===== config.mk =====
export PLATFORM = sky130hd
export DESIGN_NAME = conv_bram_sequencer
export DESIGN_NICKNAME = d
export VERILOG_FILES = /design/src/rtl/conv_bram_sequencer.sv
export SDC_FILE = /design/constraint.sdc
export NUM_CORES = 1
export LEC_CHECK = 0
export ABC_AREA = 0
export BUFFER_PORTS_ARGS = -buffer_cell sky130_fd_sc_hd__clkbuf_2
export CAP_MARGIN = 5
export CELL_PAD_IN_SITES_DETAIL_PLACEMENT = 2
export CELL_PAD_IN_SITES_GLOBAL_PLACEMENT = 2
export CORE_MARGIN = 5
export CORE_UTILIZATION = 28
export CTS_CLUSTER_SIZE = 24
export DETAILED_ROUTE_END_ITERATION = 10
export HOLD_SLACK_MARGIN = 0.1
export PLACE_DENSITY = 0.89
export SYNTH_ARGS = -nofsm -noshare
export SYNTH_HDL_FRONTEND = slang
export SYNTH_SLANG_ARGS = --single-unit

===== constraint.sdc =====
create_clock -name clk -period 3.5 [get_ports clk]
set_input_delay 0 -clock clk [delete_from_list [all_inputs] [get_ports clk]]
set_output_delay 0 -clock clk [all_outputs]
set_load 0.05 [all_outputs]

===== src/rtl/conv_bram_sequencer.sv =====
// Drives one conv_layer run through its external BRAM port: load banks, start, wait done, read result bank.
// Optional watchdog on the done wait is enabled by defining CONV_TIMEOUT_EN.
//
// state     | meaning
// ----------+------------------------------------------------------------
// IDLE      | waiting for go
// LOAD      | accepting source words, one BRAM write per handshake
// START     | conv_start high for one cycle; conv_done already sampled
// WAIT_DONE | waiting for conv_done
// RD_ADDR   | result-bank address on the port
// RD_DATA   | BRAM returns data, captured into res_data
// RD_OUT    | res_valid held until the sink accepts
// FINISH    | run_done pulse
// ERR       | watchdog expired, held until reset (CONV_TIMEOUT_EN only)
module conv_bram_sequencer #(
  parameter int DWIDTH         = 16,
  parameter int MAT_MUL_SIZE   = 4,
  parameter int AWIDTH         = 10,
  parameter int NUM_LOAD_BANKS = 2,
  parameter int LOAD_WORDS     = 16,
  parameter int RESULT_SEL     = 2,
  parameter int RESULT_WORDS   = 16,
  parameter int BASE_ADDR      = 0,
  parameter int TIMEOUT_CYCLES = 4096
) (
  input  logic                           clk,
  input  logic                           resetn,
  input  logic                           go,
  output logic                           busy,
  output logic                           run_done,
  input  logic                           src_valid,
  output logic                           src_ready,
  input  logic [MAT_MUL_SIZE*DWIDTH-1:0] src_data,
  output logic                           res_valid,
  input  logic                           res_ready,
  output logic [MAT_MUL_SIZE*DWIDTH-1:0] res_data,
  output logic [7:0]                     bram_select,
  output logic [AWIDTH-1:0]              bram_addr_ext,
  output logic [MAT_MUL_SIZE*DWIDTH-1:0] bram_wdata_ext,
  output logic [MAT_MUL_SIZE-1:0]        bram_we_ext,
  input  logic [MAT_MUL_SIZE*DWIDTH-1:0] bram_rdata_ext,
  output logic                           conv_start,
  input  logic                           conv_done
`ifdef CONV_TIMEOUT_EN
  ,
  output logic                           timeout_err
`endif
);

  localparam int W  = MAT_MUL_SIZE * DWIDTH;
  localparam int BW = (NUM_LOAD_BANKS > 1) ? $clog2(NUM_LOAD_BANKS) : 1;

  localparam logic [BW-1:0]     LAST_B = BW'(NUM_LOAD_BANKS - 1);
  localparam logic [AWIDTH-1:0] LAST_W = AWIDTH'(LOAD_WORDS - 1);
  localparam logic [AWIDTH-1:0] LAST_R = AWIDTH'(RESULT_WORDS - 1);
  localparam logic [AWIDTH-1:0] BASE   = AWIDTH'(BASE_ADDR);

  if (LOAD_WORDS < 1 || LOAD_WORDS > (1 << AWIDTH)) begin : g_bad_load_words
    $error("LOAD_WORDS out of range");
  end
  if (RESULT_WORDS < 1 || RESULT_WORDS > (1 << AWIDTH)) begin : g_bad_result_words
    $error("RESULT_WORDS out of range");
  end
  if (TIMEOUT_CYCLES < 2) begin : g_bad_timeout
    $error("TIMEOUT_CYCLES must be at least 2");
  end

  typedef enum logic [3:0] {
    IDLE,
    LOAD,
    START,
    WAIT_DONE,
    RD_ADDR,
    RD_DATA,
    RD_OUT,
    FINISH
`ifdef CONV_TIMEOUT_EN
    ,
    ERR
`endif
  } state_t;

  state_t            state, state_n;
  logic [BW-1:0]     b, b_n;
  logic [AWIDTH-1:0] w, w_n;
  logic [AWIDTH-1:0] r, r_n;

  logic [7:0]              sel_n;
  logic [AWIDTH-1:0]       addr_n;
  logic [W-1:0]            wdata_n;
  logic [MAT_MUL_SIZE-1:0] we_n;
  logic [W-1:0]            res_data_n;
  logic                    res_valid_n;

`ifdef CONV_TIMEOUT_EN
  localparam int TW = $clog2(TIMEOUT_CYCLES + 1);
  // Loaded in START so the terminal count lands on the last allowed WAIT_DONE cycle.
  localparam logic [TW-1:0] TMO_INIT = TW'(TIMEOUT_CYCLES - 2);
  logic [TW-1:0] tmo_cnt, tmo_n;
`endif

  always_comb begin
    state_n     = state;
    b_n         = b;
    w_n         = w;
    r_n         = r;
    sel_n       = bram_select;
    addr_n      = bram_addr_ext;
    wdata_n     = bram_wdata_ext;
    we_n        = '0;
    res_data_n  = res_data;
    res_valid_n = res_valid;
`ifdef CONV_TIMEOUT_EN
    tmo_n       = tmo_cnt;
`endif

    case (state)
      IDLE: begin
        if (go) begin
          state_n = LOAD;
          b_n     = '0;
          w_n     = '0;
        end
      end
      LOAD: begin
        if (src_valid && src_ready) begin
          sel_n   = 8'(b);
          addr_n  = BASE + w;
          wdata_n = src_data;
          we_n    = '1;
          if (w == LAST_W) begin
            w_n = '0;
            if (b == LAST_B) state_n = START;
            else             b_n     = b + BW'(1);
          end else begin
            w_n = w + AWIDTH'(1);
          end
        end
      end
      START: begin
        r_n = '0;
`ifdef CONV_TIMEOUT_EN
        tmo_n = TMO_INIT;
`endif
        state_n = conv_done ? RD_ADDR : WAIT_DONE;
      end
      WAIT_DONE: begin
        if (conv_done) begin
          state_n = RD_ADDR;
        end
`ifdef CONV_TIMEOUT_EN
        else if (tmo_cnt == '0) begin
          state_n = ERR;
        end else begin
          tmo_n = tmo_cnt - TW'(1);
        end
`endif
      end
      RD_ADDR: state_n = RD_DATA;
      RD_DATA: begin
        res_data_n  = bram_rdata_ext;
        res_valid_n = 1'b1;
        state_n     = RD_OUT;
      end
      RD_OUT: begin
        if (res_ready) begin
          res_valid_n = 1'b0;
          r_n         = r + AWIDTH'(1);
          state_n     = (r == LAST_R) ? FINISH : RD_ADDR;
        end
      end
      FINISH: state_n = IDLE;
`ifdef CONV_TIMEOUT_EN
      ERR: state_n = ERR;
`endif
      default: state_n = IDLE;
    endcase

    // Address is registered on entry so it is on the port during RD_ADDR itself.
    if (state_n == RD_ADDR) begin
      sel_n  = 8'(RESULT_SEL);
      addr_n = BASE + r_n;
    end
  end

  always_ff @(posedge clk) begin
    if (!resetn) begin
      state          <= IDLE;
      b              <= '0;
      w              <= '0;
      r              <= '0;
      busy           <= 1'b0;
      run_done       <= 1'b0;
      src_ready      <= 1'b0;
      res_valid      <= 1'b0;
      res_data       <= '0;
      bram_select    <= '0;
      bram_addr_ext  <= '0;
      bram_wdata_ext <= '0;
      bram_we_ext    <= '0;
      conv_start     <= 1'b0;
`ifdef CONV_TIMEOUT_EN
      tmo_cnt        <= '0;
      timeout_err    <= 1'b0;
`endif
    end else begin
      state          <= state_n;
      b              <= b_n;
      w              <= w_n;
      r              <= r_n;
      busy           <= (state_n != IDLE);
      run_done       <= (state_n == FINISH);
      src_ready      <= (state_n == LOAD);
      res_valid      <= res_valid_n;
      res_data       <= res_data_n;
      bram_select    <= sel_n;
      bram_addr_ext  <= addr_n;
      bram_wdata_ext <= wdata_n;
      bram_we_ext    <= we_n;
      conv_start     <= (state_n == START);
`ifdef CONV_TIMEOUT_EN
      tmo_cnt        <= tmo_n;
      timeout_err    <= (state_n == ERR);
`endif
    end
  end

endmodule


==> metrics <==
status=finished, final reports clean; vias post-DR=7347; first-pass GRT wire length=51000 um; clk_lat worst skew=420 ps; Clock Skew=12.1 ps; Synth Register Bits=171; Post-synth ARST share=0%; hold path cells=4; Final Hold Fails=0; Area Growth Syn to Fin=55.2%; fin crit share=85.9%; Hold Crit Start=go; Critical Path RT=3810 ps; sequential cell area=3420 um^2; drc violations=0; Iter 0 DRT Violations=254; r2r worst-path depth=6; number of buffers created by CTS=17; reg-to-reg startpoint=state[2]; layout cells sized above 1=27.7%; post-synth top area share=49.7%; Final setup viols=0; total negative setup slack=0 ps; post-route design area=10700 um^2; commonest non-fill, non-tap cell in the layout=nand2_1; crit path capture type=flip-flop; DP HPWL=18300 um; clk root buf=clkbuf_16; Post-CTS Setup Inserts=0; final net count=1353; vias in the first global route=8663; kind of critical path=flip-flop to flip-flop; max_cap viols=0; Achievable Freq=0.333 GHz; clock sink count=171; RSZ-0062 raised after global routing=false; Netlist Area Pre-Place=6880 um^2; hold buffers post-CTS=157; post-synthesis sequential area ratio=49.7%; worst vdd ir=0.223 mV; Synth cell types=51; # rows=57; leakage=4.46 nW; number of synthesized flops with an enable pin=0; All-Layer GR Usage=23.0%; crit-path max FO=54; largest net degree at the start of global routing=66; most frequent cells in the layout=nand2_1, clkbuf_2, dfxtp_1, dlygate4sd3_1, a21boi_0; hold_ws=170 ps; slew at the pin closest to its max-slew limit=671 ps; antenna violations before repair=6; Die Ht=167 um; Rel. slew slack=54.6%; CP arrival=3320 ps; worst min-delay path category=input port to flip-flop; post-synthesis cell count=811; IO Pins=289; Clk pin slew, worst setup/hold paths=70 ps; Final Routed Wirelength=32100 um; critical path launch point=state[2]; post-route ant nets=0; die area=27800 um^2; CTS H-Tree Depth=4; CTS tree=done; min cycle time layout=3010 ps; syn_area_per_cell=8.49 um^2; synth top area cells=dfxtp_1, nand2_1, a21boi_0; Max clock buf depth=2; Die Width=167 um; average wire per standard cell=20.6 um; fillers=2649; Initial Util=28.4%; port bufs=282; Slew Viols, Final=0; crit start category=flip-flop; Overflow after GRT=0; CTS-repair resized insts=0; Synth warnings=0; ys flop type=dfxtp_1; routability congestion estimate=0.861; drt first pass iters=5; area occupied by multi-input gates=3180 um^2; routed vias/inst=4.71; Core Area=24200 um^2; Synth area leader=dfxtp_1; power density cells=392 nW/um^2; Post-DP Area=8510 um^2
## sequential cells by signal (all words and copies together) (netlist names)
name and flops:
bram_wdata_ext 64, conv_start 1, state 4, b 1
res_data 64, bram_select 2, bram_we_ext 1, w 10
res_valid 1, src_ready 1, r 10, bram_addr_ext 10
busy 1, run_done 1
## synth_stat cells (2+ instances only)
cell type  count
nor4b_1        2
buf_1          4
mux2_4         8
ha_1           2
or4_4          2
o21ai_0        8
xnor2_1        4
nor2b_1        8
nand3_1       16
nand4_1        3
a21o_1         2
and3_1         4
nor3_2         2
or4_1          2
buf_2          2
a21boi_1       2
a22oi_1        2
nor2_1        19
nand2b_1       2
inv_1          3
buf_4          9
xor2_1         5
a21boi_0     141
dfxtp_1      171
a21oi_1        8
nand2_1      298
mux2i_1        5
and2_1         4
nor3b_1        3
clkbuf_1      49
## path summary, 6_finish.rpt
path	to	slack, ps
setup / recovery	bram_wdata_ext[17]	490
hold / removal	w[1]	170
setup reg to reg	bram_wdata_ext[17]	490
hold reg to reg	res_data[21]	470
## report_power, final
group / leakage (nW) / internal (mW) / total [mW] / switching (mW)
Clock: 0.284 / 1.04 / 1.91 / 0.870
Combinational: 2.80 / 0.181 / 0.318 / 0.137
Sequential: 1.38 / 1.95 / 1.96 / 0.00678
## stage by stage
| stage | total power, mW | utilization, % | instances | worst slack, ps |
|---|---|---|---|---|
| floorplan | 2.09 | - | 817 | 1160 |
| global placement | 2.18 | 35.1 | 1365 | 850 |
| detailed placement | 2.19 | 35.1 | 1365 | 779 |
| CTS | 4.24 | 44.0 | 1554 | 493 |
| global route | 4.35 | 44.0 | 1560 | 305 |
| finish | 4.19 | 44.0 | 1560 | 494 |
## worst max-delay path, stage by stage (launching register included)
cell and delay, ps:
dfxtp_1 510, nor4b_1 660, nand3_4 400, buf_4 450
nand2_1 160, a21boi_0 100, dlygate4sd3_1 570
## cell families (layout without fill, tap and decap cells)
group / Yosys count / in the layout / synth area share [%]
simple gates: 373 / 373 / 22.9
compound gates: 171 / 171 / 18.4
flops: 171 / 171 / 49.7
buf+inv: 69 / 482 / 4.64
mux: 15 / 15 / 2.80
xor+xnor: 9 / 9 / 1.15
fa+ha+maj: 2 / 2 / 0.364
other cells: 1 / 13 / 0.0545
## area by class of cell
| cell class | count | share of cell area [%] |
|---|---|---|
| Antenna cell | 6 | 0.141 |
| Clock buffer | 20 | 4.28 |
| Clock inverter | 12 | 1.20 |
| Inverter | 3 | 0.105 |
| Multi-Input combinational cell | 577 | 29.8 |
| Sequential cell | 171 | 32.1 |
| Tap cell | 324 | 3.80 |
| Timing Repair Buffer | 447 | 28.6 |
## per-layer routing
| metal | vias up | track usage [%] | part of all wire (%) |
|---|---|---|---|
| met3 | 47 | 6.47 | 6.0 |
| met2 | 253 | 42.6 | 52 |
| met5 | - | 0 | 0 |
| met4 | 0 | 8.61 | 2.8 |
| li1 | 3468 | - | - |
| met1 | 3579 | 24.9 | 39 |
Power figures use the tool's default switching activity.
